<file path="src/rtl/stage_writeback_arb.sv">
// Registered writeback stage: picks the pipeline result, aligns/extends load data,
// and arbitrates the single regfile write port against a long-latency return channel.
module stage_writeback_arb #(
    parameter int unsigned XLEN       = 32,
    parameter int unsigned REG_ADDR_W = 5,
    parameter int unsigned MAX_WAIT   = 3
) (
    input  logic                       clk,
    input  logic                       rst_n,
    input  logic                       mem_valid,
    output logic                       mem_ready,
    input  logic [REG_ADDR_W-1:0]      mem_rd,
    input  logic [1:0]                 mem_result_src,
    input  logic [XLEN-1:0]            mem_alu_result,
    input  logic [XLEN-1:0]            mem_read_data,
    input  logic [2:0]                 mem_load_funct3,
    input  logic [$clog2(XLEN/8)-1:0]  mem_byte_offset,
    input  logic [XLEN-1:0]            mem_instr_addr_plus,
    input  logic                       mem_regfile_wr_enable,
    input  logic                       ll_valid,
    output logic                       ll_ready,
    input  logic [REG_ADDR_W-1:0]      ll_rd,
    input  logic [XLEN-1:0]            ll_result,
    output logic [REG_ADDR_W-1:0]      wb_rd,
    output logic [XLEN-1:0]            wb_write_data,
    output logic                       wb_regfile_wr_enable,
    output logic                       wb_src_ll
);

    localparam int unsigned CW   = ($clog2(MAX_WAIT + 1) > 1) ? $clog2(MAX_WAIT + 1) : 1;
    localparam logic [CW-1:0] CMAX = CW'(MAX_WAIT);

    logic [CW-1:0]         starve_q, starve_d;
    logic                  starve_hit;
    logic                  ll_xfer, mem_xfer;
    logic [XLEN-1:0]       sh, load_val, mem_val;

    logic [REG_ADDR_W-1:0] wb_rd_q, wb_rd_d;
    logic [XLEN-1:0]       wb_data_q, wb_data_d;
    logic                  wb_en_q, wb_en_d;
    logic                  wb_ll_q, wb_ll_d;

    // With MAX_WAIT=0 the long-latency channel is always considered starved.
    if (MAX_WAIT == 0) begin : g_ll_priority
        assign starve_hit = 1'b1;
    end else begin : g_ll_limited
        assign starve_hit = (starve_q >= CMAX);
    end

    assign ll_ready  = ll_valid & (~mem_valid | starve_hit);
    assign mem_ready = ~(ll_valid & starve_hit);
    assign ll_xfer   = ll_valid & ll_ready;
    assign mem_xfer  = mem_valid & mem_ready;

    always_comb begin
        starve_d = starve_q;
        if (!ll_valid || ll_xfer) begin
            starve_d = '0;
        end else if (!starve_hit) begin
            starve_d = starve_q + CW'(1);
        end
    end

    always_comb begin
        sh       = mem_read_data >> {mem_byte_offset, 3'b000};
        load_val = mem_read_data;
        case (mem_load_funct3)
            3'b000: load_val = XLEN'($signed(sh[7:0]));
            3'b001: load_val = XLEN'($signed(sh[15:0]));
            3'b010: load_val = XLEN'($signed(sh[31:0]));
            3'b100: load_val = XLEN'(sh[7:0]);
            3'b101: load_val = XLEN'(sh[15:0]);
            3'b110: if (XLEN == 64) load_val = XLEN'(sh[31:0]);
            3'b011: if (XLEN == 64) load_val = sh;
            default: load_val = mem_read_data;
        endcase
    end

    always_comb begin
        case (mem_result_src)
            2'b01:   mem_val = load_val;
            2'b10:   mem_val = mem_instr_addr_plus;
            default: mem_val = mem_alu_result;
        endcase
    end

    always_comb begin
        wb_rd_d   = wb_rd_q;
        wb_data_d = wb_data_q;
        wb_ll_d   = wb_ll_q;
        wb_en_d   = 1'b0;
        if (ll_xfer) begin
            wb_rd_d   = ll_rd;
            wb_data_d = ll_result;
            wb_ll_d   = 1'b1;
            wb_en_d   = (ll_rd != '0);
        end else if (mem_xfer) begin
            wb_rd_d   = mem_rd;
            wb_data_d = mem_val;
            wb_ll_d   = 1'b0;
            wb_en_d   = mem_regfile_wr_enable & (mem_rd != '0);
        end
    end

    always_ff @(posedge clk or negedge rst_n) begin
        if (!rst_n) begin
            starve_q  <= '0;
            wb_rd_q   <= '0;
            wb_data_q <= '0;
            wb_en_q   <= 1'b0;
            wb_ll_q   <= 1'b0;
        end else begin
            starve_q  <= starve_d;
            wb_rd_q   <= wb_rd_d;
            wb_data_q <= wb_data_d;
            wb_en_q   <= wb_en_d;
            wb_ll_q   <= wb_ll_d;
        end
    end

    assign wb_rd                = wb_rd_q;
    assign wb_write_data        = wb_data_q;
    assign wb_regfile_wr_enable = wb_en_q;
    assign wb_src_ll            = wb_ll_q;

endmodule

</file>
<file path="config.mk">
export PLATFORM = sky130hd
export DESIGN_NAME = stage_writeback_arb
export DESIGN_NICKNAME = d
export VERILOG_FILES = /design/src/rtl/stage_writeback_arb.sv
export SDC_FILE = /design/constraint.sdc
export NUM_CORES = 1
export LEC_CHECK = 0
export BUFFER_PORTS_ARGS = -buffer_cell sky130_fd_sc_hd__buf_2
export CORE_MARGIN = 2
export CORE_UTILIZATION = 42
export CTS_BUF_LIST = sky130_fd_sc_hd__clkbuf_4 sky130_fd_sc_hd__clkbuf_8
export DETAILED_ROUTE_END_ITERATION = 16
export MAX_ROUTING_LAYER = met4
export PLACE_DENSITY_LB_ADDON = 0.15
export SLEW_MARGIN = 30
export SYNTH_ARGS = -nofsm -noshare
export SYNTH_HDL_FRONTEND = slang
export SYNTH_SLANG_ARGS = --single-unit
export TNS_END_PERCENT = 30
</file>
<file path="constraint.sdc">
create_clock -name clk -period 1.6 [get_ports clk]
set_input_delay 0.08 -clock clk [delete_from_list [all_inputs] [get_ports clk]]
set_output_delay 0.08 -clock clk [all_outputs]
set_load 0.02 [all_outputs]
</file>
==> summary by stage, run 1 <==
Outcome
The flow ran to the end, and the final reports show no timing, DRC or antenna violations.

Place
The placed instances occupy a cell area of 4790 um2. The final weighted congestion in routability-driven placement is just over 0.9. The half-perimeter wire length of the detailed placement result is around 11000 um. The number of placed instances, taps included, is 775. The count of buffers added on input and output ports is 190.

Floorplanning
The die is 95.9 um wide. The total core area is between 8000 and 9000 um2. The die footprint is 9200 um2. For this configuration, the core starts out at a cell density of 0.432. The number of rows created at floorplan is 33. The I/O pin count is about 190. Measured along the y axis, the die boundary spans 95.9 um.

Detailed routing
The violation count after the first detailed-routing iteration is 329. After detailed routing, the average wire length per cell comes to approximately 18 um. The final routed DRC violation total is 0. The number of vias per cell is roughly 5.8. The number of detailed-route iterations in the first pass is 5. Summing over every cut layer, the via total after detailed routing is approximately 4600. The residual antenna-violating net count after detailed routing is 0.

The post-detailed-routing wire length is about 14000 um.

Finish
The number of nets in the layout is ~840. The number of fill cells in the layout is between 700 and 800. Compared with the post-synthesis result, the final layout area differs by 43.0%. The number of diodes added for antenna fixing is 0. After routing the design area is approximately 5100 um2. The library cells used most frequently in the layout, excluding fill and tap cells, are sky130_fd_sc_hd__buf_2, sky130_fd_sc_hd__o21ai_0, sky130_fd_sc_hd__a21oi_1, sky130_fd_sc_hd__nor2_1, sky130_fd_sc_hd__nand2_1.

Leaving out fill and tap cells, the most frequent cell in the layout is sky130_fd_sc_hd__buf_2. The final cell count without fillers is 790. In the final layout, the share of cells above drive strength 1 is 0.404.

Synth
The number of distinct library cells after synthesis is 42. The number of warnings issued by yosys is 0. The synthesized netlist cell count is ~490. The cell area that synthesis handed to floorplanning was roughly 3500 um2. Sorting the synthesized cells by area gives the leading types as sky130_fd_sc_hd__dfrtp_1, sky130_fd_sc_hd__o21ai_0, sky130_fd_sc_hd__a21oi_1. The average instance in the mapped netlist occupies approximately 7.2 um2.

In the synthesized netlist the async set-or-reset flop fraction comes to 1.00. The synthesized design contains 41 register bits. Of the post-synthesis cell area, the dominant cell type holds 0.289.

The portion of the post-synthesis area used by sequential elements is 0.289. The number of synthesized flops with an enable pin is 0. Counting every net in the synthesized netlist gives 644. The biggest area contributor in the post-synthesis netlist is sky130_fd_sc_hd__dfrtp_1. The dominant register cell in the synthesized netlist is sky130_fd_sc_hd__dfrtp_1.

Critical path
The type of origin of the critical path is a flip-flop. The type of element capturing the critical path is a flip-flop. The class of the most critical setup path is flip-flop to flip-flop.

Along the worst path, the maximum fanout reaches 6. The data required time at the worst endpoint is ~1.8 ns. The setup check on the worst reg-to-reg path leaves a slack of between 0.008 and 0.009 ns. Data arrives at the worst endpoint at around 1.8 ns.

STA
The worst pin sits at a relative slew slack of 0.618. The final setup TNS is 0 ns. Across the routed clock network, the largest skew measured is a little under 0.008 ns. The max-slew violation total from the final report is 0. Timing would allow up to about 630 MHz.

The post-route worst hold slack is ~0.0063 ns. The final count of hold timing violations is 0. Setup repair after global routing could not meet its margin everywhere. The shortest clock period the worst path allows after layout is approximately 1.6 ns.

Dividing the final minimum period by the clock period gives 0.995. At the pin with the least slew margin, the transition time is around 0.57 ns. The final count of negative-setup-slack endpoints is 0.

GRT
The most used routing layer in global routing is met2. After global routing the overflow that remains totals 0. The first global-routing pass estimated around 21000 um of wire. The aggregate global-route resource usage is 0.303.

For met3 alone, demand over resource in global routing was 0.0446. The number of global-route vias before repair is about 4300. The met1 track demand over resource in global routing is 0.366. The initial antenna violation count is 0. For this run, global-route usage on met2 was measured as 0.515. Entering global routing, the biggest net connects 42 pins.

Power
The power dissipated by switching net loads is around 1300 uW. The internal portion of total power is ~2300 uW. The share of total power dissipated in combinational logic is 0.403. In this run the power density over the cells is just over 700 nW/um2. The sequential share of power is 0.342.

The fraction of power spent switching nets is 0.366. The overall power consumption is around 3600 uW. The clock share of power is 0.255. The worst supply voltage drop on vdd is approximately 0.00054 V. The leakage component of the power is about 0.0024 uW.

Clocking
The master cell of the clock root buffer is sky130_fd_sc_hd__clkbuf_8. The number of sinks driven by the clock tree is a little over 40. Clock latency on the worst-skew pair, taken at its later pin, is ~0.3 ns. The post-CTS clock slew at the launch and capture registers of the worst setup and hold paths is about 0.09 ns. The clock passes through at most 2 buffers. Counting the buffers created by CTS gives 5.

The TritonCTS clock tree is yes. The H-tree generated during clock tree synthesis spans 2 levels.

Min path
In this run the worst hold path is classified as primary input to flip-flop.

Flow run
Max-cap violations in this run came to 0.
-- layout make-up --
class,count,area (um2),share of cell area
repair buffers,227,1290,0.254
clock buffers,7,90.1,0.0178
inverters,13,48.8,0.00962
multi-input cells,396,2460,0.485
well taps,105,131,0.0259
clock inverters,1,30.0,0.00592
flip-flops and latches,41,1030,0.202
-- worst paths after layout --
check / from / to / depth (start not counted)
setup / recovery: starve_q[0] / wb_write_data[27] / 6
setup reg to reg: starve_q[0] / wb_write_data[27] / 6
hold reg to reg: wb_rd[0] / wb_rd[0] / 2
hold / removal: ll_result[22] / wb_write_data[22] / 3
min in group asynchronous: rst_n / wb_write_data[15] / 3
max in group asynchronous: rst_n / wb_write_data[29] / 3
-- kinds of logic after synthesis --
family / Yosys count / synth area share
AOI/OAI and AO/OA: 227 / 0.387
adders and majority gates: 3 / 0.0106
buffers and inverters: 55 / 0.0649
DFF: 41 / 0.289
muxes: 24 / 0.0730
and+or+nand+nor: 141 / 0.175
-- sequential cells by signal (all words and copies together), names as in the netlist --
| signal | flops |
|---|---|
| starve_q | 2 |
| wb_rd | 5 |
| wb_regfile_wr_enable | 1 |
| wb_src_ll | 1 |
| wb_write_data | 32 |
-- cell usage after synthesis (3+ instances only) --
cell type                   n
sky130_fd_sc_hd__clkbuf_1  28
sky130_fd_sc_hd__a21oi_1   59
sky130_fd_sc_hd__inv_1     13
sky130_fd_sc_hd__o22ai_1   25
sky130_fd_sc_hd__nand2_1   51
sky130_fd_sc_hd__a21o_1     8
sky130_fd_sc_hd__nor2b_1   14
sky130_fd_sc_hd__a22oi_1   11
sky130_fd_sc_hd__buf_2     10
sky130_fd_sc_hd__dfrtp_1   41
sky130_fd_sc_hd__a211oi_1  14
sky130_fd_sc_hd__mux2i_1   18
sky130_fd_sc_hd__nand2b_1   9
sky130_fd_sc_hd__a32o_1     8
sky130_fd_sc_hd__ha_1       3
sky130_fd_sc_hd__o21ai_0   79
sky130_fd_sc_hd__o211ai_1   9
sky130_fd_sc_hd__mux2_2     5
sky130_fd_sc_hd__nor2_1    57
-- layer usage --
metal | routed length, um | share of wire
met1 | 5700 | 0.41
met2 | 6880 | 0.49
met3 | 1010 | 0.073
met4 | 319 | 0.023
met5 | 0 | 0
-- metrics by stage --
step / utilization / worst slack (ns)
after floorplan: - / -0.0280
after global placement: 0.584 / 0.0526
after detailed placement: 0.584 / 0.00470
after CTS: 0.604 / 0.00536
after global routing: 0.617 / -0.0243
final: 0.617 / 0.00802
-- worst max-delay path, cell delays in order, from the launching register on --
cell and delay, ns:
sky130_fd_sc_hd__dfrtp_1 0.43, sky130_fd_sc_hd__ha_4 0.21, sky130_fd_sc_hd__nand2b_4 0.19, sky130_fd_sc_hd__a32o_2 0.31
sky130_fd_sc_hd__nand2b_1 0.14, sky130_fd_sc_hd__o22ai_1 0.12, sky130_fd_sc_hd__a21oi_1 0.06
-- power by group through the flow --
stage,logic [uW],registers (uW),clock network [uW]
after floorplan,637,1410,0
after global placement,1370,1260,0
after detailed placement,1390,1260,0
after CTS,1410,1240,929
after global routing,1590,1260,980
final,1470,1240,927
-- what timing repair did --
item	4_1_cts	5_1_grt
setup buffers	3	2
pin swaps	0	4
hold endpoints to repair	41	0
hold buffers	1	0
endpoints found under the setup margin	4	20
resized for setup	2	22
gates cloned	0	1
Power figures use the tool's default switching activity.
==> run 2, diff against run 1 <==
--- a/config.mk
+++ b/config.mk
@@ -7,7 +7,7 @@
 export LEC_CHECK = 0
 export BUFFER_PORTS_ARGS = -buffer_cell sky130_fd_sc_hd__buf_2
 export CORE_MARGIN = 2
-export CORE_UTILIZATION = 42
+export CORE_UTILIZATION = 51
 export CTS_BUF_LIST = sky130_fd_sc_hd__clkbuf_4 sky130_fd_sc_hd__clkbuf_8
 export DETAILED_ROUTE_END_ITERATION = 16
 export MAX_ROUTING_LAYER = met4
==> constraint.sdc (replaced) <==
create_clock -name clk -period 1.9 [get_ports clk]
set_input_delay 0.095 -clock clk [delete_from_list [all_inputs] [get_ports clk]]
set_output_delay 0.095 -clock clk [all_outputs]
set_load 0.02 [all_outputs]
==> summary by stage, run 2 (synthesis results as in run 1) <==
Critical path
The worst setup path startpoint is starve_q[0]. The startpoint of the lowest-slack register-to-register path is starve_q[0]. The type of element capturing the critical path is a flip-flop. Traced cell by cell, the critical path runs through ha_1 -> nand2b_1 -> buf_4 -> a32o_1 -> a211oi_1 -> a21oi_1. The slowest stage of the critical path belongs to the cell sky130_fd_sc_hd__dfrtp_1. The delay of the slowest cell on the worst path is approximately 0.4 ns. The worst register-to-register path ends at wb_write_data[24]. For flop-to-flop paths, the worst setup slack is between 0.09 and 0.1 ns. The type of origin of the critical path is a flip-flop. The maximum fanout along the worst path is 9. The data required time at the worst endpoint is slightly above 2 ns.

Measured in cells, the most critical reg-to-reg path has a length of 6. The endpoint arrival time on the critical path is a little under 2 ns. The worst setup path is of the flip-flop to flip-flop kind. The critical path ends at wb_write_data[24].

GRT
The aggregate global-route resource usage is 0.346. The remaining global-route overflow is 0. Entering global routing, the biggest net connects between 40 and 50 pins. The initial antenna violation count was 0. The first global-routing pass estimated a little over 20000 um of wire. The number of global-route vias before repair is 4153.

Flow run
The number of violations of the max-capacitance limit is 0.

Detailed routing
For this block, the via count after detailed routing is ~4600. In this run the remaining antenna-violating nets after routing total 0. The final routed wire length divided by cell count is around 18 um.

In the routed design, unresolved DRC markers number 0. The post-detailed-routing wire length is approximately 13000 um. The first detailed-routing pass ran for 6 iterations. The violation count after the first detailed-routing iteration is 443. The number of vias per cell is between 6 and 7.

Place
Detailed placement ended at an HPWL of between 10000 and 15000 um. Routability-driven placement finished with a final weighted congestion of ~1.0. The number of buffer cells added on primary ports is 190.

Floorplanning
The die width is around 87 um. The total core area is roughly 6800 um2. The initial utilization of the core area, before any placement, comes to 0.525. The number of rows created at floorplan is 30. The floorplan step defined a die boundary enclosing roughly 7600 um2. The die span in y is 87.4 um. about 190 I/O pins were placed.

Clocking
The master cell of the clock root buffer is sky130_fd_sc_hd__clkbuf_8. The maximum clock path buffer count is 2. After clock tree synthesis, the clock-pin slew on the worst setup and hold paths is ~0.10 ns.

The maximum level of the CTS H-tree is 2. The number of buffers created by CTS is 5. For the worst-skew pair, the clock arrives at the later sink with an insertion delay of 0.30 ns. CTS saw 41 sinks.

The TritonCTS clock tree is yes.

Power
For this design the ratio of total power to cell area is roughly 600 nW/um2. The leakage component of the power is 0.00229 uW. VDD sags by at most between 0.0003 and 0.0004 V.

STA
The max-slew violation total from the final report is 0. In the finished design, the share of the clock period the worst path needs comes to 0.949. Setup repair after global routing left no endpoint under its margin. The tightest hold path in the finished design has a slack of approximately 0.027 ns.

The relative slew slack is 0.524. The final count of hold timing violations is 0. The maximum clock frequency is around 550 MHz. The final worst clock skew is between 0.01 and 0.015 ns. The final count of negative-setup-slack endpoints is 0. Summed over all failing endpoints, the final setup total negative slack is 0 ns.

The routed design could run at a clock period as short as around 1.8 ns. At the pin with the least slew margin, the transition time is ~0.71 ns.

Finish
The net count of the finished layout is 824. The number of diodes added for antenna fixing is 0. Of the cells placed in the final design, the portion with a size suffix greater than 1 is 0.353. The area growth from synthesis to layout is 32.7%.

Once layout is complete, the utilization of the core stands at 0.697. The library cell used most frequently in the layout, excluding fill and tap cells, is sky130_fd_sc_hd__buf_2. The number of flip-flops in the largest register is 32. The top cell types in the final layout, fill and taps aside, are sky130_fd_sc_hd__buf_2, sky130_fd_sc_hd__o21ai_0, sky130_fd_sc_hd__a21oi_1, sky130_fd_sc_hd__nor2_1, sky130_fd_sc_hd__nand2_1.

Min path
The kind of path behind the tightest hold check is primary input to flip-flop. The startpoint identified for the worst hold timing path is ll_result[6].

Outcome
The flow ran to the end, and the final reports show no timing, DRC or antenna violations.
## run 2: layout make-up
type                    count  area, um2
flip-flops and latches     41       1030
repair buffers            215       1140
inverters                  13       48.8
clock buffers               5       68.8
clock inverters             3       25.0
well taps                  80        100
multi-input cells         395       2300
fillers                   613       2050
## run 2: how the worst min path moves through the flow
stage,endpoint,depth (start not counted)
after floorplan,starve_q[0],0
after global placement,wb_regfile_wr_enable,2
after detailed placement,wb_regfile_wr_enable,2
after CTS,wb_write_data[6],3
after global routing,wb_write_data[6],3
final,wb_write_data[6],3
## run 2: timing repair
action | in CTS | in global routing
setup endpoints to repair | 1 | 6
hold buffers | 1 | 0
setup buffers | 0 | 0
hold endpoints to repair | 41 | 0
resized for setup | 1 | 1
pin swaps | 0 | 0
## run 2: power by group
group	switching (uW)	total, uW	internal [uW]
sequential	56.1	1040	979
clock	364	630	266
combinational	692	1150	458
## run 2: through the flow
stage	setup WS [ns]	total power, uW	std cells	area, um2
3_5_place_dp	0.157	2180	743	4600
3_3_place_gp	0.230	2150	743	4600
6_report	0.0973	2820	752	4710
4_1_cts	0.119	2800	752	4710
5_1_grt	0.00901	2950	752	4710
2_1_floorplan	0.0778	1700	491	3550
## run 2: worst max-delay path: cells and delay by family, from the launching register on
family                   cells  cell delay, ns
adder cells (fa/ha/maj)      1            0.26
AND/OR/NAND/NOR              1            0.18
AO/OA/AOI/OAI                3            0.63
buffers and inverters        1            0.19
flip-flops                   1            0.40
## run 2: per-layer routing
layer | vias up | global-route usage | part of all wire
met3 | 40 | 0.0502 | 0.11
met4 | 0 | 0.105 | 0.028
met2 | 327 | 0.567 | 0.49
met5 | - | - | 0
met1 | 2073 | 0.441 | 0.38
li1 | 2154 | - | -
==> run 3, diff against run 2 <==
--- a/config.mk
+++ b/config.mk
@@ -5,13 +5,14 @@
 export SDC_FILE = /design/constraint.sdc
 export NUM_CORES = 1
 export LEC_CHECK = 0
+export ABC_AREA = 1
 export BUFFER_PORTS_ARGS = -buffer_cell sky130_fd_sc_hd__buf_2
 export CORE_MARGIN = 2
-export CORE_UTILIZATION = 51
+export CORE_UTILIZATION = 52
 export CTS_BUF_LIST = sky130_fd_sc_hd__clkbuf_4 sky130_fd_sc_hd__clkbuf_8
 export DETAILED_ROUTE_END_ITERATION = 16
 export MAX_ROUTING_LAYER = met4
-export PLACE_DENSITY_LB_ADDON = 0.15
+export PLACE_DENSITY = 0.89
 export SLEW_MARGIN = 30
 export SYNTH_ARGS = -nofsm -noshare
 export SYNTH_HDL_FRONTEND = slang
==> summary by stage, run 3 <==
Flow run
Max-cap violations in this run came to 0.

Critical path
STA classifies the critical path startpoint as a flip-flop. The endpoint arrival time on the critical path is around 1.7 ns. Broken down by cell family, the worst path's largest delay share belongs to buffers and inverters. At the worst endpoint, the required time is about 1.8 ns.

The type of element capturing the critical path is an output port. Traced cell by cell, the critical path runs through ha_1 -> or2_1 -> nand2_2 -> inv_1 -> buf_2. On the critical path, the stage with the largest delay is an instance of sky130_fd_sc_hd__dfrtp_1. Of all nets on the critical path, the largest fanout is 13. The number of buffer and inverter stages on the critical path is 2. The class of the most critical setup path is flip-flop to output port.

In this design, the stage delay of the slowest critical-path cell is 0.39 ns.

Finish
Of the cells placed in the final design, the portion with a size suffix greater than 1 is 0.324. The area growth from synthesis to layout is 29.6%. The post-route standard cell area excluding fillers is 5000 um2.

The share of the core filled with cells in the final layout is 0.693. The library cell used most frequently in the layout, excluding fill and tap cells, is sky130_fd_sc_hd__nand2_1. The number of diodes added for antenna fixing is 0. The number of flip-flops in the largest register is 32. The filler cells instantiated in the layout total 678. In the final design database the tool counted 975 nets.

In the layout the commonest cells are sky130_fd_sc_hd__nand2_1, sky130_fd_sc_hd__buf_2, sky130_fd_sc_hd__inv_1, sky130_fd_sc_hd__o21ai_0, sky130_fd_sc_hd__nand3_1.

Detailed routing
The violation count after the first detailed-routing iteration is a little under 300. The final routed wire length divided by cell count is ~15 um. The number of vias per cell is about 5.4. The via total after detailed routing is approximately 5000. The final routed DRC violation total is 0. The number of detailed-route iterations in the first pass is 4.

The routed design has around 14000 um of wire. The count of nets left with antenna violations once routing finished came out at 0.

Synth
Counting every net in the synthesized netlist gives between 800 and 900. The cell area after synthesis is approximately 3900 um2. The number of synthesized flops with an enable pin is 0.

Synthesis produced a netlist whose cell count is between 600 and 700. After synthesis, the cell types taking the most area are sky130_fd_sc_hd__dfrtp_1, sky130_fd_sc_hd__nand2_1, sky130_fd_sc_hd__o21ai_0. The number of warnings issued by yosys is 0. Of the post-synthesis cell area, the dominant cell type holds 0.266.

After synthesis, the share of flip-flops with an asynchronous set or reset is 1.00. Summed over all instances, the cell type with the most area after synthesis is sky130_fd_sc_hd__dfrtp_1. In this run, distinct cell masters in the synthesized netlist total 32. Sorting the synthesized cells by how often they occur yields sky130_fd_sc_hd__nand2_1, sky130_fd_sc_hd__inv_1, sky130_fd_sc_hd__o21ai_0.

Of the synthesized area, sequential elements account for 0.266. The synthesized design contains 41 register bits. The most common cell in the netlist is sky130_fd_sc_hd__nand2_1.

After synthesis, the mean cell area works out to approximately 6.0 um2. The dominant register cell in the synthesized netlist is sky130_fd_sc_hd__dfrtp_1.

Power
The analysis attributes to cell leakage a power of around 0.0029 uW. The power per cell area is 607 nW/um2. The worst supply voltage drop on vdd is about 0.00044 V. The design draws 3040 uW.

STA
Headroom to the max-slew limit came out at 0.599. Setup violations remaining at the end of the flow were counted as 0. The final setup TNS is 0 ns. At the pin with the least slew margin, the transition time is roughly 0.6 ns. Setup repair after global routing left no endpoint under its margin. The final worst clock skew is about 0.0034 ns. The final period utilization is 0.951. Derived from the worst setup path, the maximum achievable clock frequency is roughly 550 MHz. The max-slew violation total from the final report is 0. The final count of hold timing violations is 0. Across all hold checks on the routed design, the worst slack comes to about 0.027 ns.

Counting I/O delays and the setup requirement, the final critical path takes roughly 1.8 ns.

Place
The number of buffer cells added on primary ports is 190. Detailed placement ended at an HPWL of ~11000 um. The final weighted congestion in routability-driven placement is approximately 0.96. The placed instances occupy a cell area of roughly 4900 um2.

Floorplanning
After floorplanning, the core was divided into 31 placement rows. The I/O pin count is ~190. The initial core utilization is 0.535.

From left edge to right edge, the die measures around 90 um. The die span in y is ~90 um. The die covers a little over 8000 um2. The total core area is roughly 7200 um2.

GRT
The met2 capacity usage during global routing is 0.590. The initial antenna violation count is 0. Across every metal layer, demand over resource in global routing totals 0.350.

After global routing the overflow that remains totals 0. Entering global routing, the biggest net connects 42 pins. In this run the most used layer during global routing was met2. In the global route stage, met1 resource usage came out at 0.420. The fraction of met3 tracks used by global routing is 0.0595. The number of global-route vias before repair is 4728.

The first global-routing pass estimated about 23000 um of wire.

Min path
The tightest min-delay check is of the primary input to flip-flop type.

Clocking
The master cell of the clock root buffer is sky130_fd_sc_hd__clkbuf_8. The later-pin clock latency in the skew report is around 0.29 ns. The maximum level of the CTS H-tree is 2. The number of buffers created by CTS is 5.

The clock passes through at most 2 buffers. The number of sinks driven by the clock tree is 41. The TritonCTS clock tree is yes. The post-CTS clock slew at the launch and capture registers of the worst setup and hold paths is ~0.08 ns.

Outcome
The flow ran to the end, and the final reports show no timing, DRC or antenna violations.
run 3: changes by cell type after synthesis, sizes merged, moves of 19 or more:
| cell | before | now |
|---|---|---|
| nor2 | 57 | 26 |
| o22ai | 25 | 0 |
| or2 | 1 | 24 |
| nand2 | 51 | 271 |
| nand3 | 1 | 47 |
| inv | 13 | 56 |
| a21oi | 59 | 40 |
run 3: repair_timing:
item / CTS / global route
hold buffers: 1 / 0
setup buffers: 0 / 0
endpoints found under the hold margin: 24 / 0
gates resized for setup: 0 / 0
endpoints found under the setup margin: 0 / 0
run 3: worst paths after layout:
check                       startpoint                to  slack [ns]  cells after the start
setup / recovery           starve_q[0]          ll_ready        0.09                      5
hold / removal                ll_rd[3]          wb_rd[3]        0.03                      3
setup reg to reg           starve_q[0]  wb_write_data[1]        0.26                      8
hold reg to reg            starve_q[0]       starve_q[0]        0.44                      1
max in group asynchronous        rst_n  wb_write_data[4]        0.99                      3
min in group asynchronous        rst_n          wb_rd[2]        0.34                      2
run 3: power breakdown:
part,switching (uW),internal [uW]
Sequential,74.0,990
Combinational,768,459
Clock,302,443
Total,1140,1890
run 3: cell type report:
| type | count | area [um2] | share of cell area |
|---|---|---|---|
| Inverter | 56 | 215 | 0.0430 |
| Timing Repair Buffer | 208 | 1100 | 0.220 |
| Multi-Input combinational cell | 510 | 2410 | 0.483 |
| Clock buffer | 7 | 90.1 | 0.0180 |
| Clock inverter | 1 | 30.0 | 0.00601 |
| Sequential cell | 41 | 1030 | 0.205 |
| Tap cell | 99 | 124 | 0.0248 |
run 3: cell families (layout without fill, tap and decap cells):
group                      after synthesis  after routing  share of synthesized area
AOI/OAI and AO/OA                      134            134                      0.203
adders and majority gates                3              3                    0.00973
buffers and inverters                   97            272                      0.109
DFF                                     41             41                      0.266
and+or+nand+nor                        373            373                      0.413
run 3: per-layer routing:
layer	part of all wire	up-vias
li1	-	2402
met1	0.39	2221
met2	0.49	292
met3	0.090	43
met4	0.038	0
met5	0	-
run 3: worst min-delay path: stages:
cell                      delay, ns
sky130_fd_sc_hd__buf_2         0.09
sky130_fd_sc_hd__nand2_1       0.05
sky130_fd_sc_hd__nand3_1       0.05
run 3: metrics by stage:
step | std cells | worst slack, ns
after floorplan | 648 | 0.398
after global placement | 913 | 0.333
after detailed placement | 913 | 0.263
after CTS | 922 | 0.104
after global routing | 922 | 0.0145
final | 922 | 0.0940
